<file path="src/rtl/arm_mem_pkg.sv">
// arm_mem_pkg: shared types and constants for the MEM-stage SRAM interface.
package arm_mem_pkg;
    typedef enum logic [1:0] {IDLE, LO, HI, DONE} mem_state_t;
    localparam logic [31:0] MEM_BASE_DEFAULT = 32'd1024;
    localparam int SRAM_DW = 16;
endpackage

</file>
<file path="src/rtl/sram_wait_timer.sv">
// sram_wait_timer: per-phase wait-state counter; expire marks the last cycle of a half-access.
module sram_wait_timer #(
    parameter int WAIT_CYCLES = 3
) (
    input  logic clk,
    input  logic rst,
    input  logic clear,
    output logic expire
);
    logic [3:0] count;
    always_ff @(posedge clk)
        count <= (rst || clear) ? 4'd0 : count + 4'd1;
    assign expire = count == 4'(WAIT_CYCLES - 1);
endmodule

</file>
<file path="src/rtl/mem_stage_sram.sv">
// mem_stage_sram: MEM stage splitting each 32-bit load/store into two 16-bit SRAM accesses.
// Optional `MEM_STALL_CNT_EN adds a saturating stall-cycle counter output.
module mem_stage_sram import arm_mem_pkg::*; #(
    parameter logic [31:0] MEM_BASE    = MEM_BASE_DEFAULT,
    parameter int          WAIT_CYCLES = 3,
    parameter int          SRAM_AW     = 18
) (
    input  logic               clk,
    input  logic               rst,
`ifdef MEM_STALL_CNT_EN
    output logic [31:0]        stall_cycles,
`endif
    input  logic               mem_r_en,
    input  logic               mem_w_en,
    input  logic [31:0]        alu_result,
    input  logic [31:0]        rm_value,
    output logic [31:0]        rd_data,
    output logic               ready,
    output logic [SRAM_AW-1:0] sram_addr,
    output logic [SRAM_DW-1:0] sram_wdata,
    input  logic [SRAM_DW-1:0] sram_rdata,
    output logic               sram_we_n,
    output logic               sram_oe_n
);
    mem_state_t         state;
    logic               write_q;
    logic [SRAM_AW-2:0] word_q;
    logic [31:0]        data_q;
    logic [31:0]        offset;
    logic               req, busy, expire;
    logic               unused_offset;

    assign req    = mem_r_en | mem_w_en;
    assign offset = alu_result - MEM_BASE;
    assign busy   = state == LO || state == HI;
    assign ready  = state == DONE || (state == IDLE && !req);
    // only the word index within SRAM reach is kept; byte lane and high bits are dropped
    assign unused_offset = ^{offset[31:SRAM_AW+1], offset[1:0]};

    sram_wait_timer #(.WAIT_CYCLES(WAIT_CYCLES)) u_timer (
        .clk    (clk),
        .rst    (rst),
        .clear  (!busy || expire),
        .expire (expire)
    );

    always_ff @(posedge clk) begin
        if (rst) begin
            state   <= IDLE;
            write_q <= 1'b0;
            word_q  <= '0;
            data_q  <= '0;
            rd_data <= '0;
        end else begin
            state <= state == IDLE ? (req ? LO : IDLE) :
                     state == DONE ? IDLE :
                     !expire       ? state :
                     state == LO   ? HI : DONE;
            if (state == IDLE && req) begin
                write_q <= mem_w_en;
                word_q  <= offset[SRAM_AW:2];
                data_q  <= rm_value;
            end
            if (state == LO && expire && !write_q)
                rd_data[15:0] <= sram_rdata;
            if (state == HI && expire && !write_q)
                rd_data[31:16] <= sram_rdata;
        end
    end

    assign sram_addr  = {word_q, state == HI};
    assign sram_wdata = state == HI ? data_q[31:16] : data_q[15:0];
    assign sram_we_n  = !(busy && write_q);
    assign sram_oe_n  = !(busy && !write_q);

`ifdef MEM_STALL_CNT_EN
    always_ff @(posedge clk)
        stall_cycles <= rst ? 32'd0 :
                        (!ready && stall_cycles != 32'hFFFF_FFFF) ? stall_cycles + 32'd1 : stall_cycles;
`endif
endmodule

</file>
<file path="config.mk">
export PLATFORM = sky130hd
export DESIGN_NAME = mem_stage_sram
export DESIGN_NICKNAME = d
export VERILOG_FILES = /design/src/rtl/arm_mem_pkg.sv /design/src/rtl/sram_wait_timer.sv /design/src/rtl/mem_stage_sram.sv
export SDC_FILE = /design/constraint.sdc
export NUM_CORES = 1
export LEC_CHECK = 0
export ABC_AREA = 1
export BUFFER_PORTS_ARGS = -buffer_cell sky130_fd_sc_hd__clkbuf_2
export CAP_MARGIN = 20
export CORE_MARGIN = 2
export CORE_UTILIZATION = 48
export CTS_CLUSTER_DIAMETER = 30
export DETAILED_ROUTE_END_ITERATION = 7
export GPL_TIMING_DRIVEN = 1
export PLACE_DENSITY_LB_ADDON = 0.05
export RECOVER_POWER = 50
export SETUP_SLACK_MARGIN = 0.05
export SLEW_MARGIN = 20
export SYNTH_ARGS = -nofsm -noshare
export SYNTH_HDL_FRONTEND = slang
export SYNTH_SLANG_ARGS = --single-unit
</file>
<file path="constraint.sdc">
create_clock -name clk -period 2 [get_ports clk]
set_input_delay 0.4 -clock clk [delete_from_list [all_inputs] [get_ports clk]]
set_output_delay 0.4 -clock clk [all_outputs]
set_load 0.05 [all_outputs]
</file>
* Yosys cells after proc, flatten, opt, wreduce, memory -nomap -nowiden *
Index checks and enable logic that the tools add are counted.

cells by class
  shift-type cells = 0
  order comparisons = 0
  div/mod/pow operators = 0
  equal/unequal tests = 4
  multipliers = 0
  multiplexer cells = 6
  add/subtract/negate cells = 2
  bitwise logic cells = 1
  reductions and logical operators = 19

operators by type and width
  operator                                                                count
  19-bit by 11-bit subtractor with 19-bit output (second input constant)  1
  16-bit 2-to-1 mux                                                       1
  1-bit logical AND                                                       8
  2-bit 2-to-1 mux                                                        3
  1-bit zero test                                                         5
  4-bit by 1-bit adder with 4-bit output (second input constant)          1
  2-bit == test (second input constant)                                   2
  4-bit by 2-bit == test with 1-bit output (second input constant)        1
  1-bit logical OR                                                        4
  3-bit nonzero test                                                      1
  2-bit by 1-bit == test with 1-bit output (second input constant)        1
  2-bit zero test                                                         1
  1-bit 2-to-1 mux                                                        2
  1-bit OR                                                                1

word-level totals
  bits in registers = 88
  bits in read-only memories = 0
  memory bits (writable) = 0
  memories = 0
  bits in latches = 0
  output and inout bits = 69

* Depth between registers and ports, before layout *
Gate-level depths: netlist (run 1).

  depth after elaboration = 5
  depth in mapped cells = 9

* Cells and area by module *
Synthesis (run 1) repeated with hierarchy kept, for this count alone.

unflattened totals
  cell total of the unflattened synthesis = 492
  area total of the unflattened synthesis = 3,582.2 µm²

by module, submodules not included
  module           area each (µm²)  cells each  instances  seq. area each (µm²)
  mem_stage_sram   3,408.3          472         1          1,681.6
  sram_wait_timer  173.9            20          1          80.1

* Least setup slack after synthesis (run 1) *
No wires, ideal clock.

  path type = reg2out
  start = register state[0]
  end = output sram_wdata[10]
  path buffers = 2
  path slack = -0.228 ns
  arrival = 1.828 ns
  required time = 1.600 ns
  stages on the path, launching flop included = 7
  cell sequence = dfxtp_1 inv_1 ha_1 buf_2 clkbuf_1 nand2_1 nand2_1

between the ends
  cells in the longest elaborated chain, start to end = 2

RTL lines
  what                      RTL line              source
  start: declaration        mem_stage_sram.sv:25  mem_state_t state;
  start signal: assignment  mem_stage_sram.sv:55  state <= state == IDLE ? (req ? LO : IDLE) :
  2-bit == test             -
  via sram_addr[0]          mem_stage_sram.sv:19  output logic [SRAM_AW-1:0] sram_addr,
  16-bit 2-to-1 mux         mem_stage_sram.sv:72  assign sram_wdata = state == HI ? data_q[31:16] : data_q[15:0];
  end: declaration          mem_stage_sram.sv:20  output logic [SRAM_DW-1:0] sram_wdata,

The timed path passes the listed nets, and every way through them passes these cells.

* Worst setup path in the final report (run 1) *
  start = register state[1]
  end = output sram_oe_n

between the ends
  cells in the longest elaborated chain, start to end = 4
  elaborated cells between the ends (all ways) = 5
  classes of those cells = eq/ne (2); reduce/logical (3)

RTL lines
  what                                                                              RTL line              source
  2-bit by 1-bit == test with 1-bit output / 2-bit == test (equally long branches)  mem_stage_sram.sv:35  assign busy = state == LO || state == HI;
  1-bit logical OR *                                                                mem_stage_sram.sv:35
  1-bit logical AND *                                                               mem_stage_sram.sv:74  assign sram_oe_n = !(busy && !write_q);
  1-bit zero test *                                                                 mem_stage_sram.sv:74
  end: declaration                                                                  mem_stage_sram.sv:23  output logic sram_oe_n

Every way passes the cells marked *; elsewhere a longest branch is shown, timed or not.

==> results of run 1 <==
[per-stage QoR]
stage               cell area [um^2]  util [%]
finish                          4770      62.7
global route                    4770      62.7
CTS                             4830      63.5
detailed placement              4460      58.6
global placement                4460      58.6
floorplan                       3760         -
[cells in the final DEF, fill, tap and decap left out]
cell	count
xnor2_1	1
or2_2	2
inv_8	1
xor2_1	2
clkbuf_2	70
clkinvlp_4	1
inv_2	4
buf_12	1
clkinv_4	2
bufbuf_16	1
nor2_4	1
clkbuf_4	2
buf_6	2
clkbuf_8	22
o21bai_1	2
nand3_1	10
nor2_2	1
nand3_4	2
nor2_1	103
inv_1	23
o21ai_1	3
clkinv_2	1
nand2_2	9
a31oi_1	1
bufinv_16	1
dfxtp_2	2
nand2_1	88
dfxtp_1	86
inv_6	1
clkbuf_1	51
nand4_1	32
buf_4	10
o21ai_0	51
ha_1	6
a21oi_1	36
ha_4	1
[logic make-up after synthesis]
| group | Yosys count | share of synthesized area [%] |
|---|---|---|
| flops | 88 | 47.2 |
| compound gates | 93 | 12.7 |
| simple gates | 248 | 28.7 |
| xor+xnor | 3 | 0.705 |
| fa+ha+maj | 7 | 2.35 |
| buf+inv | 62 | 8.39 |
[area by class of cell]
type | instances | area, um^2
Fill cell | 757 | 2840
Clock buffer | 10 | 128
Timing Repair Buffer | 149 | 882
Multi-Input combinational cell | 351 | 1690
Tap cell | 102 | 128
Inverter | 28 | 113
Sequential cell | 88 | 1760
Clock inverter | 6 | 68.8
[synth_stat cells]
library cell    n  area share [%]
a31oi_1         1            0.17
nand3_1        10             1.3
buf_4           1            0.20
o21ai_1         4            0.54
nand2_1        96             9.7
inv_2           2            0.20
inv_1          24             2.4
inv_8           1            0.30
dfxtp_1        88              47
or2_2           2            0.34
buf_6           6             1.8
ha_1            7             2.3
nand3_4         2            0.94
nor2_2          2            0.34
clkinv_1        1            0.10
clkbuf_1        8            0.81
xnor2_1         1            0.23
o21ai_0        50             6.7
a21oi_1        36             4.8
o21bai_1        2            0.40
nand4_1        32             5.4
buf_2          19             2.6
xor2_1          2            0.47
nand2_4         1            0.30
nor2_1        103              10
[layer usage]
layer	part of all wire, %	GRT usage [%]	vias up	wire length, um
met2	48	39.0	110	4570
met5	0	0	-	0
met4	2.0	8.83	0	196
li1	-	-	1879	-
met1	44	28.5	1684	4260
met3	5.9	4.85	16	567
[sequential cells by signal (all words and copies together), names as in the netlist]
name           flops
data_q            32
u_timer.count      4
write_q            1
state              2
rd_data           32
word_q            17
[worst max-delay path by stage]
stage / end / depth (start not counted) / startpoint / slack, ns
after global routing: sram_oe_n / 4 / state[1] / 0.02
after floorplan: sram_wdata[10] / 6 / state[0] / 0.03
after CTS: sram_wdata[7] / 6 / state[0] / 0.04
after detailed placement: sram_wdata[7] / 6 / state[0] / 0.04
after global placement: sram_wdata[12] / 6 / state[0] / 0.06
final: sram_oe_n / 4 / state[1] / 0.11
[report_power, final]
part	internal, uW	leakage [uW]	switching, uW
clock	585	0.0000968	639
sequential	2120	0.000723	187
combinational	952	0.00129	2310
total	3660	0.00211	3140
[timing repair]
item / in CTS / in global routing
resized for setup: 36 / 13
cloned: 1 / 0
buffers inserted: 0 / 1
endpoints found under the setup margin: 19 / 20
pin swaps: 0 / 1
[worst max-delay path, delay by kind of cell, from the launching register on]
| family | cells | cell delay (ns) |
|---|---|---|
| buffers and inverters | 2 | 0.31 |
| adder cells (fa/ha/maj) | 1 | 0.35 |
| AND/OR/NAND/NOR | 1 | 0.11 |
| flip-flops | 1 | 0.38 |
==> results.py, run 1 <==
metrics = {
    "place": {
        "gp_congestion": 0.898,
        "pre_cts_ws_ns": 0.0416,
        "dpl.cell_count": 716,
        "dp_hpwl_um": 6290,
        "numPortBuffers": 137,
    },
    "setup_path": {
        "cp_slowest_stage_delay_ns": 0.38,
        "r2r-start": "u_timer.count[0]",
        "crit_slowest_cell": "dfxtp_2",
        "cp_max_fo": 4,
        "cp.arrival_ns": 1.49,
        "crit_path_end_kind": "primary output",
        "rr_endpoint": "rd_data[18]",
        "r2r_setup_slack_ns": 0.24,
        "reg2regPathDepth": 7,
        "crit_type": "reg -> out",
        "worstPathCellList": "inv_1 > ha_1 > nand2_1 > clkbuf_4",
        "critPathRequiredTime_ns": 1.60,
        "critPathLaunchType": "register",
    },
    "clock_tree": {
        "root_buffer": "clkbuf_8",
        "tritoncts.num_buffers": 9,
        "cts.clk_slew.worst_paths_ns": 0.08,
        "ctsHoldBuffers": 0,
        "htreeDepth": 3,
        "cts.sinks": 88,
        "cts_tree": "done",
        "clock_latency_ns": 0.35,
        "clk_path_buf_depth": 2,
    },
    "timing": {
        "setup_violations": 0,
        "worstMarginPinSlew_ns": 0.637,
        "fmax_mhz": 530,
        "fin_worst_skew_ns": 0.00911,
        "fin_crit_ns": 1.89,
        "whs_ns": 0.255,
        "min_period_over_period_pct": 94.3,
        "slew_headroom_pct": 57.7,
        "drv_slew": 0,
        "hold_viol": 0,
        "rsz0062_at_grt": "true",
        "fin_ws_ns": 0.114,
        "setup_tns_ns": 0,
    },
    "logic_synthesis": {
        "seq_area_frac_synth_pct": 47.2,
        "yosys_warnings": 0,
        "synthCells": 501,
        "synth_seq_cells": 88,
        "syn_area_per_cell_um2": 7.44,
        "synth_nets": 592,
        "ys_types": 25,
        "syn_area_mm2": 0.00373,
    },
    "routing": {
        "first_iter_violations": 135,
        "dr.pass1.iters": 4,
        "wl_per_cell_um": 13.1,
        "vias_per_cell": 5.03,
        "ant_nets": 0,
        "drc_errors": 0,
        "num_vias": 3689,
        "drt-total-wl_um": 9590,
    },
    "pwr": {
        "p_leak_uw": 0.00211,
        "pwr_density_cell_mw_per_mm2": 1420,
        "p_total_uw": 6790,
        "peakVddDrop_uv": 746,
    },
    "floorplan": {
        "core_area_mm2": 0.00761,
        "rows": 32,
        "die_y_um": 92.1,
        "die-area_mm2": 0.00849,
        "io-pin-count": 153,
        "die_w_um": 92.1,
        "start_util_pct": 49.0,
    },
    "global_routing": {
        "grt_pass1_vias": 3502,
        "grt-ovfl-total": 0,
        "grt_max_degree": 41,
        "grt_usage_pct": 22.9,
        "grt_antenna_before_repair": 0,
        "grt_pass1_wl_um": 15900,
    },
    "cells_and_area": {
        "final_cell_count_no_fill": 734,
        "areaGrowthSynthToFinish_pct": 27.9,
        "diodes": 0,
        "drive_gt1_share_pct": 21.7,
        "layout.nets": 718,
    },
    "worst_hold_path": {
        "hold_depth": 2,
        "min-delay-start": "alu_result[10]",
        "min_to": "word_q[8]",
        "hp-class": "in -> reg",
    },
    "flow_run": {
        "cap_violations": 0,
    },
    "status": {
        "status": "finished, final reports clean",
    },
}
Power figures use the tool's default switching activity.
==> run 2: changes to the inputs <==
- CORE_MARGIN: 2 -> not set
- CORE_UTILIZATION: 48 -> 43
- GPL_ROUTABILITY_DRIVEN: not set -> 1
- clock period: 2 -> 1.73 ns (I/O delays scaled with it)
==> run 2 against run 1 <==
The flow now finishes with violations (negative setup slack); sequential share of layout area shrank 2.9 points; global-route usage is essentially flat; core utilization down 0.24 points; clock-buffer cell count grew 1; worst hold slack worse by 0.062 ns; non-clock buffer count grew 10; flip-flop and latch count unchanged; via count rose by 1.4%; sequential power is 16% higher; clock power is 9.8% higher; combinational power grew 39%; critical path type unchanged; largest cell class is now multi-input combinational cells.
==> results.py, run 2 (synthesis results as in run 1) <==
metrics = {
    "global_routing": {
        "grt_max_degree": 51,
        "grt_usage_pct": 23.0,
        "grt_pass1_wl_um": 16300,
        "grt_antenna_before_repair": 0,
        "grt_pass1_vias": 3628,
        "grt-ovfl-total": 0,
    },
    "setup_path": {
        "critPathLaunchType": "register",
        "r2r-start": "state[1]",
        "crit_path_end_kind": "primary output",
        "crit_slowest_cell": "dfxtp_2",
        "r2r_setup_slack_ns": 0.11,
        "cp_max_fo": 10,
        "cp_slowest_stage_delay_ns": 0.33,
        "path_buf_inv": 3,
        "critPathRequiredTime_ns": 1.38,
        "rr_endpoint": "data_q[13]",
        "crit_family": "buffers and inverters",
        "reg2regPathDepth": 8,
        "crit_type": "reg -> out",
        "cp.arrival_ns": 1.45,
        "worstPathCellList": "inv_2 > ha_4 > buf_8 > nand2_1 > nand2_2 > clkbuf_16",
    },
    "cells_and_area": {
        "drive_gt1_share_pct": 25.9,
        "top_regs": "data_q x32, rd_data x32, word_q x17",
        "diodes": 0,
        "layout_common_cells": "nor2_1, dfxtp_1, clkbuf_2",
        "areaGrowthSynthToFinish_pct": 39.0,
        "postLayoutCellArea_mm2": 0.00518,
        "final_common_cell": "nor2_1",
        "layout.nets": 728,
    },
    "flow_run": {
        "cap_violations": 0,
    },
    "routing": {
        "wl_per_cell_um": 13.1,
        "drt-total-wl_um": 9760,
        "num_vias": 3740,
        "dr.pass1.iters": 4,
        "ant_nets": 0,
        "drc_errors": 0,
        "first_iter_violations": 115,
        "vias_per_cell": 5.01,
    },
    "pwr": {
        "p_total_uw": 8560,
        "peakVddDrop_uv": 947,
        "pwr_density_cell_mw_per_mm2": 1650,
        "p_leak_uw": 0.00227,
    },
    "floorplan": {
        "start_util_pct": 44.9,
        "rows": 33,
        "io-pin-count": 153,
        "die_y_um": 95.1,
        "core_area_mm2": 0.00830,
        "die_w_um": 95.1,
        "die-area_mm2": 0.00905,
    },
    "timing": {
        "min_period_over_period_pct": 104,
        "fmax_mhz": 556,
        "drv_slew": 0,
        "hold_viol": 0,
        "setup_violations": 16,
        "worstMarginPinSlew_ns": 0.648,
        "fin_ws_ns": -0.0694,
        "fin_crit_ns": 1.80,
        "fin_worst_skew_ns": 0.0113,
        "rsz0062_at_grt": "true",
        "slew_headroom_pct": 57.0,
    },
    "clock_tree": {
        "tritoncts.num_buffers": 9,
        "clk_path_buf_depth": 2,
        "root_buffer": "clkbuf_8",
        "cts_tree": "done",
        "cts.sinks": 88,
        "cts.clk_slew.worst_paths_ns": 0.09,
        "htreeDepth": 3,
        "clock_latency_ns": 0.36,
    },
    "place": {
        "post_dp_cell_area_mm2": 0.00460,
        "numPortBuffers": 137,
        "pre_cts_ws_ns": 0.0839,
        "gp_congestion": 0.901,
        "dp_hpwl_um": 6400,
    },
    "worst_hold_path": {
        "hp-class": "in -> reg",
        "hold_depth": 2,
        "min_to": "word_q[8]",
        "min-delay-start": "alu_result[10]",
    },
    "status": {
        "status": "finished with violations",
        "violations": "negative setup slack",
    },
}
-- run 2: cell count changes in the layout (fill, tap and decap cells not counted), moves of 3 or more --
cell       previous run  this run
nand2_2               9        17
buf_4                10        13
buf_8                 0         5
nand2_4               0        11
clkbuf_16             0        14
clkbuf_8             22        12
nand2_1              88        69
-- run 2: worst max path at each step --
stage                           endpoint  depth (start not counted)  startpoint
after CTS                  sram_wdata[7]                          6    state[0]
final                      sram_wdata[4]                          6    state[0]
after global placement     sram_wdata[9]                          6    state[0]
after global routing       sram_wdata[4]                          6    state[0]
after floorplan           sram_wdata[10]                          7    state[0]
after detailed placement  sram_wdata[13]                          6    state[0]
-- run 2: layout make-up --
| cell class | instances | area (um^2) |
|---|---|---|
| Multi-Input combinational cell | 351 | 1790 |
| Clock inverter | 5 | 41.3 |
| Fill cell | 794 | 3120 |
| Clock buffer | 11 | 141 |
| Sequential cell | 88 | 1770 |
| Inverter | 28 | 125 |
| Timing Repair Buffer | 159 | 1190 |
| Tap cell | 105 | 131 |
-- run 2: timing repair --
action | CTS | global route
gates cloned | 1 | 0
gates resized for setup | 71 | 13
setup buffers | 4 | 2
endpoints found under the setup margin | 20 | 20
pin swaps | 3 | 2
hold buffers | 0 | 0
-- run 2: worst register-to-register path: stages, from the launching register on --
cell and delay [ns]:
dfxtp_4 0.37, inv_1 0.07, ha_1 0.13, inv_1 0.07, nor2_1 0.24, inv_1 0.22, buf_12 0.22, nor2_1 0.13
nor2_1 0.06
-- run 2: metal layers --
metal | GRT usage [%] | routed length, um | share of wire, %
met5 | 0 | 0 | 0
met2 | 38.6 | 4610 | 47
met3 | 7.42 | 706 | 7.2
met1 | 27.0 | 4270 | 44
met4 | 8.84 | 172 | 1.8
-- run 2: report_power, final --
| group | total (uW) | switching (uW) | internal [uW] | leakage, uW |
|---|---|---|---|---|
| Combinational | 4540 | 2850 | 1680 | 0.00147 |
| Sequential | 2690 | 231 | 2450 | 0.000723 |
| Clock | 1340 | 765 | 572 | 0.0000861 |
-- run 2: metrics by stage --
stage                     TNS (ns)  hold WS [ns]  instances  util, %
after floorplan            -0.0936         0.430        501        -
after global placement           0         0.443        724     55.4
after detailed placement         0         0.451        724     55.4
after global routing         -3.44         0.180        747     62.5
after CTS                    -1.04         0.184        745     62.9
final                       -0.745         0.194        747     62.5
==> run 3: changes to the inputs <==
- CORE_MARGIN: not set -> 4
- CORE_UTILIZATION: 43 -> 30
- RECOVER_POWER: 50 -> not set
==> run 3 against run 2 <==
The run still ends with negative setup slack left; register-to-register slack better by 0.02 ns; die area up 58%; sequential power grew 2%; final cell count up 7.9%; routed wire length increased by 15%; power up 12%; critical path type unchanged; highest routed layer unchanged.
==> results.py, run 3 (synthesis results as in run 1) <==
metrics = {
    "status": {
        "status": "finished with violations",
        "violations": "negative setup slack",
    },
    "timing": {
        "worstMarginPinSlew_ns": 0.398,
        "fmax_mhz": 550,
        "fin_crit_ns": 1.82,
        "drv_slew": 0,
        "rsz0062_at_grt": "true",
        "fin_ws_ns": -0.0871,
        "hold_viol": 0,
        "fin_worst_skew_ns": 0.00288,
        "slew_headroom_pct": 73.5,
        "whs_ns": 0.218,
        "min_period_over_period_pct": 105,
        "setup_violations": 18,
    },
    "cells_and_area": {
        "final_common_cell": "clkbuf_2",
        "areaGrowthSynthToFinish_pct": 51.5,
        "nFillCells": 1277,
        "layout.nets": 724,
        "final_cell_count_no_fill": 806,
        "drive_gt1_share_pct": 36.5,
        "diodes": 0,
        "top_regs": "data_q x32, rd_data x32, word_q x17",
        "finalCoreUtilization_pct": 46.7,
        "layout_common_cells": "clkbuf_2, nor2_1, dfxtp_1",
    },
    "setup_path": {
        "worstPathCellList": "inv_2 > ha_4 > buf_12 > buf_16 > nand2_4 > nand2_2 > clkbuf_16",
        "critPathLaunchType": "register",
        "crit_path_end_kind": "primary output",
        "critPathRequiredTime_ns": 1.38,
        "cp_max_fo": 7,
        "crit_family": "buffers and inverters",
        "r2r-start": "state[0]",
        "cp-startpoint": "state[0]",
        "cp.arrival_ns": 1.47,
        "crit_slowest_cell": "dfxtp_2",
        "path_buf_inv": 4,
        "cp_slowest_stage_delay_ns": 0.33,
        "crit_type": "reg -> out",
        "cp_num_cells": 7,
        "reg2regPathDepth": 9,
    },
    "pwr": {
        "peakVddDrop_uv": 700,
        "power.switching_uw": 4080,
        "p_total_uw": 9610,
        "pwr_density_cell_mw_per_mm2": 1700,
        "p_leak_uw": 0.00268,
        "seq_power_share_pct": 28.5,
        "comb_power_share_pct": 50.9,
        "switching_share_pct": 42.4,
        "clock_power_share_pct": 20.6,
        "p_int_uw": 5530,
    },
    "floorplan": {
        "rows": 40,
        "die-area_mm2": 0.0143,
        "io-pin-count": 153,
        "core_area_mm2": 0.0121,
        "die_w_um": 119,
        "die_y_um": 119,
        "start_util_pct": 30.8,
    },
    "place": {
        "dp_hpwl_um": 7230,
        "numPortBuffers": 137,
        "gp_congestion": 0.816,
        "dpl.cell_count": 782,
    },
    "global_routing": {
        "grtUsageMet3_pct": 7.17,
        "grt_usage_pct": 15.7,
        "grt_busiest_layer": "met2",
        "grt_pass1_wl_um": 17900,
        "grt_pass1_vias": 3613,
        "grt_antenna_before_repair": 0,
        "grt-ovfl-total": 0,
        "grt_max_degree": 56,
        "met1_usage_pct": 18.7,
        "use_met2_pct": 25.9,
    },
    "clock_tree": {
        "tritoncts.num_buffers": 9,
        "clk_path_buf_depth": 2,
        "clock_latency_ns": 0.34,
        "cts_tree": "done",
        "root_buffer": "clkbuf_16",
        "htreeDepth": 3,
        "cts.sinks": 88,
        "cts.clk_slew.worst_paths_ns": 0.06,
    },
    "routing": {
        "drt-total-wl_um": 11300,
        "dr.pass1.iters": 4,
        "ant_nets": 0,
        "num_vias": 3702,
        "wl_per_cell_um": 14.0,
        "vias_per_cell": 4.59,
        "drc_errors": 0,
        "first_iter_violations": 179,
    },
    "worst_hold_path": {
        "hold_depth": 2,
        "hp-class": "in -> reg",
        "min-delay-start": "alu_result[10]",
    },
    "flow_run": {
        "cap_violations": 0,
    },
}
==> run 3: cell types whose count changed in the layout (fill, tap and decap cells not counted), sizes merged <==
cell and delta:
clkinv -1, clkinvlp -2, clkbuf +2, buf -3, bufinv +1, bufbuf -1
==> run 3: worst paths after layout <==
path / endpoint / slack [ns]
max: sram_wdata[1] / -0.09
min reg2reg: rd_data[5] / 0.46
min: word_q[8] / 0.22
max reg2reg: rd_data[22] / 0.13
==> run 3: timing repair <==
action                     4_1_cts  5_1_grt
pin swaps                       23        6
setup buffers                    5        1
gates resized for setup        100       21
hold buffers                     0        0
cloned                           2        0
setup endpoints to repair       20       20
==> run 3: power by group through the flow <==
| stage | clock, uW | sequential (uW) | combinational [uW] |
|---|---|---|---|
| 2_1_floorplan | 0 | 3140 | 2340 |
| 3_3_place_gp | 0 | 2690 | 3710 |
| 3_5_place_dp | 0 | 2700 | 3700 |
| 4_1_cts | 2070 | 2730 | 4840 |
| 5_1_grt | 2140 | 2790 | 5230 |
| 6_report | 1980 | 2740 | 4890 |
==> run 3: cell type report <==
cell class | count | area (um^2) | area share, %
clock buffer | 13 | 260 | 4.61
clock inverter | 3 | 40.0 | 0.709
inverter | 28 | 129 | 2.28
multi-input combinational | 351 | 1940 | 34.3
sequential | 88 | 1770 | 31.3
tap | 168 | 210 | 3.72
timing repair buffer | 155 | 1300 | 23.1
==> run 3: per-stage QoR <==
step	setup TNS (ns)	setup slack [ns]	instance area (um^2)
2_1_floorplan	-0.0936	-0.0936	3830
3_3_place_gp	0	0.0657	4650
3_5_place_dp	0	0.0762	4650
4_1_cts	-1.46	-0.0943	5580
5_1_grt	-2.27	-0.149	5650
6_report	-1.21	-0.0871	5650
==> run 3: routing by layer <==
metal  part of all wire (%)  wire length [um]  vias up
met2                     47              5270      109
li1                       -                 -     1902
met5                      0                 0        -
met1                     44              4950     1684
met4                   0.84                95        0
met3                    8.5               959        7
